===== config.mk =====
export PLATFORM = sky130hd
export DESIGN_NAME = sc_reg_point_multi
export DESIGN_NICKNAME = d
export VERILOG_FILES = /design/src/rtl/sc_reg_point_multi.sv
export SDC_FILE = /design/constraint.sdc
export NUM_CORES = 1
export LEC_CHECK = 0
export ABC_AREA = 1
export BUFFER_PORTS_ARGS = -buffer_cell sky130_fd_sc_hd__buf_2
export CORE_ASPECT_RATIO = 1.4
export CORE_MARGIN = 1
export CORE_UTILIZATION = 41
export DETAILED_ROUTE_END_ITERATION = 12
export MAX_ROUTING_LAYER = met4
export PLACE_DENSITY = 0.67
export SETUP_SLACK_MARGIN = 0.05
export SYNTH_ARGS = -nofsm -noshare
export SYNTH_HDL_FRONTEND = slang
export SYNTH_SLANG_ARGS = --single-unit

===== constraint.sdc =====
create_clock -name SC_RegPOINTMULTI_CLOCK_50 -period 2.1 [get_ports SC_RegPOINTMULTI_CLOCK_50]
set_clock_uncertainty 0.05 [all_clocks]
set_input_delay 0.105 -clock SC_RegPOINTMULTI_CLOCK_50 [delete_from_list [all_inputs] [get_ports SC_RegPOINTMULTI_CLOCK_50]]
set_output_delay 0.105 -clock SC_RegPOINTMULTI_CLOCK_50 [all_outputs]
set_load 0.02 [all_outputs]

===== src/rtl/sc_reg_point_multi.sv =====
// Multi-channel one-hot position register with per-channel tick prescaler,
// travel limits, OR-merged display output and registered overlap flag.
module sc_reg_point_multi #(
  parameter int unsigned DATAWIDTH = 8,
  parameter int unsigned CHANNELS  = 2,
  parameter int unsigned STEP_DIV  = 2,
  parameter logic [CHANNELS*DATAWIDTH-1:0] INIT_VEC        = {8'h01, 8'h10},
  parameter logic [CHANNELS*DATAWIDTH-1:0] LEFT_LIMIT_VEC  = {8'h08, 8'h80},
  parameter logic [CHANNELS*DATAWIDTH-1:0] RIGHT_LIMIT_VEC = {8'h01, 8'h10}
) (
  input  logic                            SC_RegPOINTMULTI_CLOCK_50,
  input  logic                            SC_RegPOINTMULTI_RESET_InLow,
  input  logic [CHANNELS-1:0]             SC_RegPOINTMULTI_clear_InLow,
  input  logic [CHANNELS-1:0]             SC_RegPOINTMULTI_load_InLow,
  input  logic [DATAWIDTH-1:0]            SC_RegPOINTMULTI_data_InBUS,
  input  logic [2*CHANNELS-1:0]           SC_RegPOINTMULTI_shiftselection_In,
  input  logic                            SC_RegPOINTMULTI_tick_In,
  output logic [DATAWIDTH-1:0]            SC_RegPOINTMULTI_data_OutBUS,
  output logic [CHANNELS*DATAWIDTH-1:0]   SC_RegPOINTMULTI_channel_OutBUS,
  output logic [CHANNELS-1:0]             SC_RegPOINTMULTI_atLimit_Out,
  output logic                            SC_RegPOINTMULTI_overlap_Out
);

  localparam int unsigned CNT_W = (STEP_DIV > 1) ? $clog2(STEP_DIV) : 1;
  localparam logic [CNT_W-1:0] CNT_LAST = CNT_W'(STEP_DIV - 1);
  localparam logic [1:0] DIR_LEFT  = 2'b01;
  localparam logic [1:0] DIR_RIGHT = 2'b10;

  logic clk;
  logic rst_n;
  logic [CHANNELS*DATAWIDTH-1:0] chan_flat;
  logic overlap_nxt;

  assign clk   = SC_RegPOINTMULTI_CLOCK_50;
  assign rst_n = SC_RegPOINTMULTI_RESET_InLow;

  for (genvar c = 0; c < CHANNELS; c++) begin : g_chan
    logic [DATAWIDTH-1:0] pos_q, pos_nxt;
    logic [CNT_W-1:0]     cnt_q, cnt_nxt;
    logic [1:0]           last_dir_q;
    logic [1:0]           dir;
    logic [DATAWIDTH-1:0] left_lim, right_lim;
    logic                 blocked;

    assign dir       = SC_RegPOINTMULTI_shiftselection_In[2*c +: 2];
    assign left_lim  = LEFT_LIMIT_VEC[c*DATAWIDTH +: DATAWIDTH];
    assign right_lim = RIGHT_LIMIT_VEC[c*DATAWIDTH +: DATAWIDTH];
    assign blocked   = (dir == DIR_LEFT) ? (pos_q == left_lim) : (pos_q == right_lim);

    // Priority: clear > load > prescaled move > hold
    always_comb begin
      pos_nxt = pos_q;
      cnt_nxt = cnt_q;
      if (!SC_RegPOINTMULTI_clear_InLow[c]) begin
        pos_nxt = INIT_VEC[c*DATAWIDTH +: DATAWIDTH];
        cnt_nxt = '0;
      end else if (!SC_RegPOINTMULTI_load_InLow[c]) begin
        pos_nxt = SC_RegPOINTMULTI_data_InBUS;
        cnt_nxt = '0;
      end else if ((dir != DIR_LEFT && dir != DIR_RIGHT) || dir != last_dir_q) begin
        cnt_nxt = '0;
      end else if (SC_RegPOINTMULTI_tick_In) begin
        if (cnt_q == CNT_LAST) begin
          cnt_nxt = '0;
          if (!blocked) begin
            pos_nxt = (dir == DIR_LEFT) ? {pos_q[DATAWIDTH-2:0], pos_q[DATAWIDTH-1]}
                                        : {pos_q[0], pos_q[DATAWIDTH-1:1]};
          end
        end else begin
          cnt_nxt = cnt_q + CNT_W'(1);
        end
      end
    end

    // last_dir simply follows the request so a change is seen exactly once
    always_ff @(posedge clk or negedge rst_n) begin
      if (!rst_n) begin
        pos_q      <= '0;
        cnt_q      <= '0;
        last_dir_q <= 2'b00;
      end else begin
        pos_q      <= pos_nxt;
        cnt_q      <= cnt_nxt;
        last_dir_q <= dir;
      end
    end

    assign chan_flat[c*DATAWIDTH +: DATAWIDTH] = pos_q;
    assign SC_RegPOINTMULTI_atLimit_Out[c] = (pos_q == left_lim) || (pos_q == right_lim);
  end

  assign SC_RegPOINTMULTI_channel_OutBUS = chan_flat;

  // Merged display pattern and pairwise collision detect
  always_comb begin
    SC_RegPOINTMULTI_data_OutBUS = '0;
    overlap_nxt = 1'b0;
    for (int unsigned i = 0; i < CHANNELS; i++) begin
      SC_RegPOINTMULTI_data_OutBUS = SC_RegPOINTMULTI_data_OutBUS
                                     | chan_flat[i*DATAWIDTH +: DATAWIDTH];
      for (int unsigned j = i + 1; j < CHANNELS; j++) begin
        if (|(chan_flat[i*DATAWIDTH +: DATAWIDTH] & chan_flat[j*DATAWIDTH +: DATAWIDTH]))
          overlap_nxt = 1'b1;
      end
    end
  end

  always_ff @(posedge clk or negedge rst_n) begin
    if (!rst_n) SC_RegPOINTMULTI_overlap_Out <= 1'b0;
    else        SC_RegPOINTMULTI_overlap_Out <= overlap_nxt;
  end

endmodule


==> impl_metrics.env, run 1 <==
export IMPL_clock_path_buffers=2
export IMPL_drc_errors=0
export IMPL_die_w_um=55.91
export IMPL_root_buffer="clkbuf_8"
export IMPL_ys_seq_area_share_pct=34.51
export IMPL_num_antenna_cells=0
export IMPL_ff2ff_setup_slack_ns=0.56
export IMPL_synth_top_area_cell="dfrtp_1"
export IMPL_port_buffer_count=45
export IMPL_worstPathArrival_ns=2.03
export IMPL_ant_nets=0
export IMPL_grt_setup_unrepaired="no"
export IMPL_crit_family="buffers and inverters"
export IMPL_start_util_pct=42.56
export IMPL_cts_made_buffers=3
export IMPL_finalHoldViolCount=0
export IMPL_cap_violations=0
export IMPL_grt_pass1_vias=1694
export IMPL_timing_slew_headroom_pct=64.32
export IMPL_tightest_slew_ns=0.5352
export IMPL_rr_endpoint="g_chan[1].pos_q[6]"
export IMPL_setup_viol=0
export IMPL_gp_congestion=0.9048
export IMPL_cts_sinks=23
export IMPL_dp_final_hpwl_mm=3.525
export IMPL_grtUsageMet2_pct=40.12
export IMPL_slew_violations=0
export IMPL_fmax_mhz=534.2
export IMPL_p_leak_nw=1.112
export IMPL_cts_tree="yes"
export IMPL_yosysWarnings=0
export IMPL_ys_ff_latch=23
export IMPL_gr_usage_met1_pct=25.63
export IMPL_cp_num_buf_inv=4
export IMPL_startpoint_type="primary input"
export IMPL_pin_count=46
export IMPL_syn_area_per_cell_um2=6.752
export IMPL_max_vdd_ir_drop_mv=0.2800
export IMPL_drive_gt1_share_pct=26.60
export IMPL_syn_num_nets=268
export IMPL_reg2regPathDepth=10
export IMPL_powerDensity_nw_per_um2=613.1
export IMPL_clkLatencyLatePin_ns=0.27
export IMPL_critical_path_depth=10
export IMPL_core_area_um2=3919
export IMPL_end_kind="register"
export IMPL_min_period_over_period_pct=89.14
export IMPL_final_setup_tns_ns=0
export IMPL_final_net_count=319
export IMPL_critical_path_slowest_cell="dlygate4sd3_1"
export IMPL_drt_total_wl_mm=4.478
export IMPL_num_vias=1763
export IMPL_criticalPathCategory="primary input to register"
export IMPL_crit_path_max_fanout=11
export IMPL_syn_inst=247
export IMPL_grtUsageTotal_pct=22.35
export IMPL_ys_top_cells_by_area="dfrtp_1 (35%), nand2_1 (18%), a21oi_1 (9.3%)"
export IMPL_dr_pass1_iters=4
export IMPL_routed_via_density=5.185
export IMPL_period_needed_ns=1.872
export IMPL_htreeDepth=1
export IMPL_hold_worst_slack_ns=0.09660
export IMPL_r2r_start="g_chan[1].pos_q[7]"
export IMPL_fillerInstances=414
export IMPL_antenna_found_initial=0
export IMPL_min_path_type="primary input to register"
export IMPL_clkTransAtPathRegs_ns=0.09
export IMPL_rows=27
export IMPL_yosysUniqueCellTypes=29
export IMPL_outcome="completed"
export IMPL_area_growth_pct=20.85
export IMPL_regArea_um2=575.6
export IMPL_globalRouteOverflowTotal=0
export IMPL_drt_wirelength_per_cell_um=13.17
export IMPL_crit_path_start="SC_RegPOINTMULTI_shiftselection_In[1]"
export IMPL_grt_pass1_wl_mm=7.617
export IMPL_die_h_um=77.47
export IMPL_critPathMostFrequentCell="nand2_1"
export IMPL_synth_async_reset_ratio_pct=100.0
export IMPL_multi_input_area_um2=934.6
export IMPL_synth_top_cell_area_share_pct=34.51
export IMPL_gr_usage_met3_pct=2.000
export IMPL_grt_max_degree=24
export IMPL_first_iter_violations=56
export IMPL_ys_flop_type="dfrtp_1"
export IMPL_p_total_w=0.001236
export IMPL_top_usage_layer="met2"
export IMPL_synth_edff_count=0
export IMPL_crit_end="g_chan[0].pos_q[2]"
export IMPL_synth_cell_area_um2=1668
export IMPL_die_area_um2=4331
export IMPL_critical_path_max_stage_delay_ns=0.53
export IMPL_crit_required_ns=2.26
export IMPL_crit_chain="dlygate4sd3_1 > buf_2 > inv_1 > ha_1 > inv_1 > nand3_2 > nand2_1 > o21bai_4 > nand2_1 > nand2_1"
==> state kept, by name, summed over array words and instances (netlist names) <==
signal,flops
g_chan.last_dir_q,4
g_chan.cnt_q,2
g_chan.pos_q,16
SC_RegPOINTMULTI_overlap_Out,1
==> cells in the final DEF (no fill, tap or decap), types with 3 or more instances in the layout <==
master	n
nand2_1	79
buf_2	45
a21oi_1	31
inv_1	24
dfrtp_1	23
nand3_1	20
o21ai_0	16
nand2_2	14
nor2_1	7
inv_2	6
dlygate4sd3_1	5
nand3_2	3
clkinv_1	3
clkbuf_8	3
==> metal layers <==
metal / vias to the layer above / wire [um]
li1: 897 / -
met1: 800 / 1809
met2: 58 / 2376
met3: 8 / 200
met4: 0 / 92
met5: - / 0
==> worst reg2reg max path, delay by kind of cell (launching register included) <==
| family | cells | cell delay [ns] |
|---|---|---|
| and+or+nand+nor | 9 | 0.80 |
| buffers and inverters | 1 | 0.15 |
| DFF | 1 | 0.43 |
==> cell usage after synthesis (all sizes together), types with 2 or more instances <==
master and number:
o21ai 16, inv 31, nor2 9, ha 2
nor4 2, nand2 95, clkinv 3, nand3 23
a21oi 31, nor3 2, clkbuf 3, dfrtp 23
==> what timing repair did <==
item                                   CTS  global route
setup buffers                            0             0
hold buffers                             5             0
resized for setup                        0             0
endpoints found under the hold margin   27             0
==> power by group <==
group          switching [W]  internal (W)
logic               0.000268      0.000141
registers          0.0000554      0.000480
clock network       0.000158      0.000133
==> worst min-delay path by stage <==
stage	depth (start not counted)	to	start	slack, ns
6_report	3	g_chan[0].cnt_q	SC_RegPOINTMULTI_tick_In	0.1
5_1_grt	3	g_chan[1].cnt_q	SC_RegPOINTMULTI_tick_In	0.14
4_1_cts	3	g_chan[0].cnt_q	SC_RegPOINTMULTI_tick_In	0.09
3_5_place_dp	1	g_chan[0].pos_q[4]	SC_RegPOINTMULTI_RESET_InLow	0.07
3_3_place_gp	1	g_chan[0].pos_q[5]	SC_RegPOINTMULTI_RESET_InLow	0.07
2_1_floorplan	0	SC_RegPOINTMULTI_overlap_Out	SC_RegPOINTMULTI_RESET_InLow	-0.24
==> cell families after synthesis <==
group	after synthesis	synth area share, %
adder cells (fa/ha/maj)	2	1.500
buffers and inverters	38	9.452
flip-flops	23	34.51
AO/OA/AOI/OAI	52	17.03
AND/OR/NAND/NOR	132	37.51
==> per-stage QoR <==
step / worst slack (ns) / utilization [%] / instances / instance area (um2)
2_1_floorplan: 0.7164 / - / 247 / 1668
3_3_place_gp: 0.4857 / 48.98 / 331 / 1919
3_5_place_dp: 0.4895 / 48.98 / 331 / 1919
4_1_cts: 0.2282 / 51.44 / 340 / 2016
5_1_grt: 0.05211 / 51.44 / 340 / 2016
6_report: 0.2280 / 51.44 / 340 / 2016
==> final cells by class <==
cell class                 instances  area share [%]
multi-input combinational        186           46.37
sequential                        23           28.55
timing repair buffer              50           13.66
clock inverter                     1          0.2483
inverter                          34           6.456
tap                               43           2.669
clock buffer                       3           2.048
No activity file was read; power rests on OpenSTA's default activity.
==> run 2, diff against run 1 <==
--- a/config.mk
+++ b/config.mk
@@ -13,4 +13,6 @@
 export DETAILED_ROUTE_END_ITERATION = 12
+export GPL_TIMING_DRIVEN = 0
 export MAX_ROUTING_LAYER = met4
 export PLACE_DENSITY = 0.67
+export REMOVE_ABC_BUFFERS = 1
 export SETUP_SLACK_MARGIN = 0.05
==> constraint.sdc (replaced) <==
create_clock -name SC_RegPOINTMULTI_CLOCK_50 -period 2.1 [get_ports SC_RegPOINTMULTI_CLOCK_50]
set_clock_uncertainty 0.05 [all_clocks]
set_input_delay 0.315 -clock SC_RegPOINTMULTI_CLOCK_50 [delete_from_list [all_inputs] [get_ports SC_RegPOINTMULTI_CLOCK_50]]
set_output_delay 0.315 -clock SC_RegPOINTMULTI_CLOCK_50 [all_outputs]
set_load 0.02 [all_outputs]
==> run 2 against run 1 <==
Against the previous run:
- final cell count is 1.2% lower
- setup slack better by 0.024 ns
- sequential share of layout area is 0.60 points higher
- register-to-register slack better by 0.02 ns
- die area stayed put
- core utilization is 1.1 points lower
- critical path depth is 5 lower
- total power is 1.0% lower
- global-route usage is 0.59 points lower
- largest cell class unchanged
==> impl_metrics.env, run 2 (same netlist as run 1, synthesis figures left out) <==
export IMPL_slew_violations=0
export IMPL_htreeDepth=1
export IMPL_ff2ff_setup_slack_ns=0.58
export IMPL_hold_path_depth=1
export IMPL_timing_slew_headroom_pct=64.45
export IMPL_min_delay_worst_endpoint="g_chan[0].last_dir_q[1]"
export IMPL_start_util_pct=42.56
export IMPL_cts_made_buffers=3
export IMPL_ant_nets=0
export IMPL_period_needed_ns=1.848
export IMPL_grt_pass1_wl_mm=7.355
export IMPL_globalRouteOverflowTotal=0
export IMPL_critical_path_max_stage_delay_ns=0.45
export IMPL_area_growth_pct=18.38
export IMPL_dp_cells=331
export IMPL_routed_via_density=5.125
export IMPL_p_leak_nw=1.092
export IMPL_drt_wirelength_per_cell_um=12.95
export IMPL_die_area_um2=4331
export IMPL_seq_power_share_pct=43.9
export IMPL_crit_chain="inv_1 > nand2_1 > nor2_1 > o21a_1 > buf_2"
export IMPL_fmax_mhz=541.3
export IMPL_finalHoldViolCount=0
export IMPL_drt_total_wl_mm=4.352
export IMPL_setup_viol=0
export IMPL_final_common_cell="nand2_1"
export IMPL_switching_share_pct=38.49
export IMPL_num_vias=1722
export IMPL_tightest_slew_ns=0.5332
export IMPL_clock_path_buffers=2
export IMPL_criticalPathCategory="register to output port"
export IMPL_port_buffer_count=45
export IMPL_powerDensity_nw_per_um2=619.3
export IMPL_p_clk_share_pct=23.2
export IMPL_final_cell_mix="nand2_1 (79), buf_2 (45), a21oi_1 (31)"
export IMPL_cts_resized=0
export IMPL_final_setup_tns_ns=0
export IMPL_drive_gt1_share_pct=26.62
export IMPL_clkTransAtPathRegs_ns=0.09
export IMPL_antenna_found_initial=0
export IMPL_num_antenna_cells=0
export IMPL_largestRegisters="g_chan.pos_q x16, g_chan.last_dir_q x4, g_chan.cnt_q x2"
export IMPL_core_area_um2=3919
export IMPL_top_register="g_chan.pos_q"
export IMPL_r2r_start="g_chan[1].pos_q[7]"
export IMPL_worstPathArrival_ns=1.48
export IMPL_end_kind="output port"
export IMPL_outcome="completed"
export IMPL_cts_setup_buffers=0
export IMPL_min_period_over_period_pct=87.98
export IMPL_cts_sinks=23
export IMPL_pin_count=46
export IMPL_die_w_um=55.91
export IMPL_max_vdd_ir_drop_mv=0.3864
export IMPL_drc_errors=0
export IMPL_startpoint_type="register"
export IMPL_critical_path_slowest_cell="dfrtp_1"
export IMPL_dr_pass1_iters=4
export IMPL_power_internal_w=0.0007521
export IMPL_combPwrFrac_pct=32.9
export IMPL_grtUsageTotal_pct=21.76
export IMPL_cts_tree="yes"
export IMPL_grt_pass1_vias=1657
export IMPL_crit_path_max_fanout=5
export IMPL_rr_endpoint="g_chan[1].pos_q[6]"
export IMPL_clkLatencyLatePin_ns=0.26
export IMPL_root_buffer="clkbuf_8"
export IMPL_largest_register_ff_count=16
export IMPL_hold_worst_slack_ns=0.1315
export IMPL_netSwitchingPower_w=0.0004707
export IMPL_grt_setup_unrepaired="no"
export IMPL_gp_congestion=0.8485
export IMPL_crit_required_ns=1.74
export IMPL_dp_final_hpwl_mm=3.368
export IMPL_fin_cells=336
export IMPL_cts_hold_buf=1
export IMPL_hold_start="SC_RegPOINTMULTI_shiftselection_In[1]"
export IMPL_first_iter_violations=52
export IMPL_final_net_count=315
export IMPL_grt_max_degree=24
export IMPL_die_h_um=77.47
export IMPL_reg2regPathDepth=10
export IMPL_rows=27
export IMPL_min_path_type="primary input to register"
export IMPL_cap_violations=0
[run 2: cell count changes in the layout (fill, tap and decap cells not counted), sizes merged]
cell / before / now
dlygate4sd3: 5 / 1
clkbuf: 3 / 4
clkinv: 4 / 3
[run 2: power groups by stage]
stage | combinational (W) | clock (W) | sequential [W]
3_5_place_dp | 0.000403 | 0 | 0.000545
3_3_place_gp | 0.000399 | 0 | 0.000543
6_report | 0.000402 | 0.000284 | 0.000537
5_1_grt | 0.000449 | 0.000312 | 0.000542
2_1_floorplan | 0.000226 | 0 | 0.000571
4_1_cts | 0.000405 | 0.000291 | 0.000535
[run 2: how the worst max path moves through the flow]
| stage | cells after the start | slack (ns) | end | start |
|---|---|---|---|---|
| after CTS | 5 | 0.26 | SC_RegPOINTMULTI_atLimit_Out[0] | g_chan[0].pos_q[6] |
| after global routing | 5 | 0.13 | SC_RegPOINTMULTI_atLimit_Out[0] | g_chan[0].pos_q[6] |
| after floorplan | 8 | 0.65 | g_chan[0].pos_q[0] | SC_RegPOINTMULTI_shiftselection_In[1] |
| after global placement | 9 | 0.27 | g_chan[0].pos_q[3] | SC_RegPOINTMULTI_shiftselection_In[1] |
| after detailed placement | 9 | 0.28 | g_chan[0].pos_q[3] | SC_RegPOINTMULTI_shiftselection_In[1] |
| final | 5 | 0.25 | SC_RegPOINTMULTI_atLimit_Out[0] | g_chan[0].pos_q[6] |
[run 2: layout make-up]
type | count | area (um2)
sequential | 23 | 575.6
clock buffer | 4 | 45.04
multi-input combinational | 186 | 934.6
fill | 417 | 1944
timing repair buffer | 46 | 235.2
inverter | 34 | 130.1
tap | 43 | 53.80
[run 2: stage by stage]
stage | setup WS (ns) | area [um2] | util (%) | power (W)
finish | 0.2524 | 1974 | 50.38 | 0.001223
global route | 0.1320 | 1974 | 50.38 | 0.001303
CTS | 0.2643 | 1974 | 50.38 | 0.001231
detailed placement | 0.2811 | 1919 | 48.98 | 0.0009475
global placement | 0.2711 | 1919 | 48.98 | 0.0009420
floorplan | 0.6508 | 1640 | - | 0.0007978
[run 2: layer usage]
layer,global-route usage (%),up-vias,routed length [um]
met1,24.55,796,1875
li1,-,894,-
met5,-,-,0
met3,1.167,4,82
met4,6.341,0,59
met2,41.08,28,2333
[run 2: critical path: cells and delay by family, from the launching register on]
kind / cells / cell delay [ns]
buf+inv: 2 / 0.28
compound gates: 1 / 0.18
flops: 1 / 0.45
simple gates: 2 / 0.32
==> run 3, diff against run 2 <==
Settings changed: BUFFER_PORTS_ARGS -buffer_cell sky130_fd_sc_hd__buf_2 to -buffer_cell sky130_fd_sc_hd__buf_4.
==> run 3 against run 2 <==
Against the previous run:
- die area stayed put
- via count is 3.1% higher
- critical path depth stayed put
- core utilization is 2.9 points higher
- combinational power is 11% higher
- sequential share of layout area is 1.6 points lower
==> impl_metrics.env, run 3 (same netlist as run 1, synthesis figures left out) <==
export IMPL_port_buffer_count=45
export IMPL_cts_made_buffers=3
export IMPL_cap_violations=0
export IMPL_globalRouteOverflowTotal=0
export IMPL_max_vdd_ir_drop_mv=0.3499
export IMPL_slew_violations=0
export IMPL_min_delay_worst_endpoint="g_chan[0].last_dir_q[1]"
export IMPL_p_total_w=0.001271
export IMPL_clkLatencyLatePin_ns=0.27
export IMPL_crit_chain="inv_1 > nand2_1 > nor2_1 > o21a_1 > buf_4"
export IMPL_clkTransAtPathRegs_ns=0.09
export IMPL_final_cell_mix="nand2_1 (79), buf_4 (45), a21oi_1 (31)"
export IMPL_gp_congestion=0.8551
export IMPL_grtUsageTotal_pct=23.13
export IMPL_start_util_pct=42.56
export IMPL_criticalPathCategory="register to output port"
export IMPL_min_path_type="primary input to register"
export IMPL_powerDensity_nw_per_um2=609.2
export IMPL_num_antenna_cells=0
export IMPL_fin_cells=336
export IMPL_ff2ff_setup_slack_ns=0.59
export IMPL_final_common_cell="nand2_1"
export IMPL_num_vias=1776
export IMPL_core_area_um2=3919
export IMPL_dr_pass1_iters=4
export IMPL_largest_register_ff_count=16
export IMPL_die_h_um=77.47
export IMPL_hold_start="SC_RegPOINTMULTI_shiftselection_In[1]"
export IMPL_root_buffer="clkbuf_8"
export IMPL_ant_nets=0
export IMPL_dp_cells=331
export IMPL_p_leak_nw=1.122
export IMPL_crit_path_max_fanout=5
export IMPL_grt_pass1_wl_mm=7.838
export IMPL_htreeDepth=1
export IMPL_critical_path_max_stage_delay_ns=0.45
export IMPL_end_kind="output port"
export IMPL_top_register="g_chan.pos_q"
export IMPL_grt_max_degree=24
export IMPL_area_growth_pct=25.13
export IMPL_rr_endpoint="g_chan[1].pos_q[3]"
export IMPL_critical_path_slowest_cell="dfrtp_1"
export IMPL_reg2regPathDepth=10
export IMPL_crit_required_ns=1.74
export IMPL_hold_path_depth=1
export IMPL_clock_path_buffers=2
export IMPL_min_period_over_period_pct=85.43
export IMPL_pin_count=46
export IMPL_cts_resized=0
export IMPL_grt_pass1_vias=1726
export IMPL_final_setup_tns_ns=0
export IMPL_period_needed_ns=1.794
export IMPL_finalHoldViolCount=0
export IMPL_cts_sinks=23
export IMPL_worstPathArrival_ns=1.43
export IMPL_routed_via_density=5.286
export IMPL_tightest_slew_ns=0.3903
export IMPL_die_w_um=55.91
export IMPL_rows=27
export IMPL_outcome="completed"
export IMPL_dp_final_hpwl_mm=3.382
export IMPL_final_net_count=315
export IMPL_fmax_mhz=557.4
export IMPL_r2r_start="g_chan[1].pos_q[7]"
export IMPL_largestRegisters="g_chan.pos_q x16, g_chan.last_dir_q x4, g_chan.cnt_q x2"
export IMPL_timing_slew_headroom_pct=73.98
export IMPL_drt_total_wl_mm=4.460
export IMPL_setup_viol=0
export IMPL_cts_tree="yes"
export IMPL_die_area_um2=4331
export IMPL_drt_wirelength_per_cell_um=13.27
export IMPL_drc_errors=0
export IMPL_antenna_found_initial=0
export IMPL_first_iter_violations=68
export IMPL_drive_gt1_share_pct=26.62
export IMPL_grt_setup_unrepaired="no"
export IMPL_startpoint_type="register"
[run 3: cell types whose count changed in the layout (fill, tap and decap cells not counted)]
cell | previous run | this run
buf_2 | 45 | 0
buf_4 | 0 | 45
[run 3: critical path: cells and delay by family, from the launching register on]
family,cells,cell delay (ns)
AOI/OAI and AO/OA,1,0.17
buffers and inverters,2,0.25
DFF,1,0.45
and+or+nand+nor,2,0.29
[run 3: worst max path at each step]
stage                                               start                               to  slack (ns)
finish                                 g_chan[0].pos_q[6]  SC_RegPOINTMULTI_atLimit_Out[0]        0.31
global route                           g_chan[0].pos_q[6]  SC_RegPOINTMULTI_atLimit_Out[0]        0.19
CTS                                    g_chan[0].pos_q[6]  SC_RegPOINTMULTI_atLimit_Out[0]        0.31
detailed placement  SC_RegPOINTMULTI_shiftselection_In[1]               g_chan[0].pos_q[3]        0.26
global placement    SC_RegPOINTMULTI_shiftselection_In[1]               g_chan[0].pos_q[3]        0.27
floorplan           SC_RegPOINTMULTI_shiftselection_In[1]               g_chan[0].pos_q[0]        0.65
[run 3: timing repair]
action / 4_1_cts / 5_1_grt
setup buffers: 0 / 0
hold buffers: 1 / 0
endpoints found under the hold margin: 23 / 0
[run 3: metrics by stage]
step	utilization [%]	area, um2	worst slack, ns	hold WS [ns]
floorplan	-	1640	0.6508	-0.03059
global placement	51.85	2032	0.2660	0.1851
detailed placement	51.85	2032	0.2555	0.1857
CTS	53.26	2087	0.3133	0.1126
global route	53.26	2087	0.1867	0.1131
finish	53.26	2087	0.3060	0.1206
[run 3: final cells by class]
class | instances | area, um2
clock buffers | 4 | 45.04
fillers | 406 | 1832
inverters | 34 | 130.1
multi-input cells | 186 | 934.6
flip-flops and latches | 23 | 575.6
well taps | 43 | 53.80
repair buffers | 46 | 347.8
[run 3: layer usage]
metal  vias to the layer above  GRT usage (%)  part of all wire (%)  wire (um)
li1                        891              -                     -          -
met1                       828          26.02                    41       1828
met2                        49          41.93                    54       2391
met3                         8          2.667                   3.9        176
met4                         0          8.293                   1.4         64
met5                         -              -                     0          0
[run 3: where the power goes]
group	switching, W	internal [W]	total (W)
Clock	0.000150	0.000136	0.000285
Combinational	0.000269	0.000179	0.000448
Sequential	0.0000575	0.000480	0.000538
Total	0.000477	0.000795	0.00127
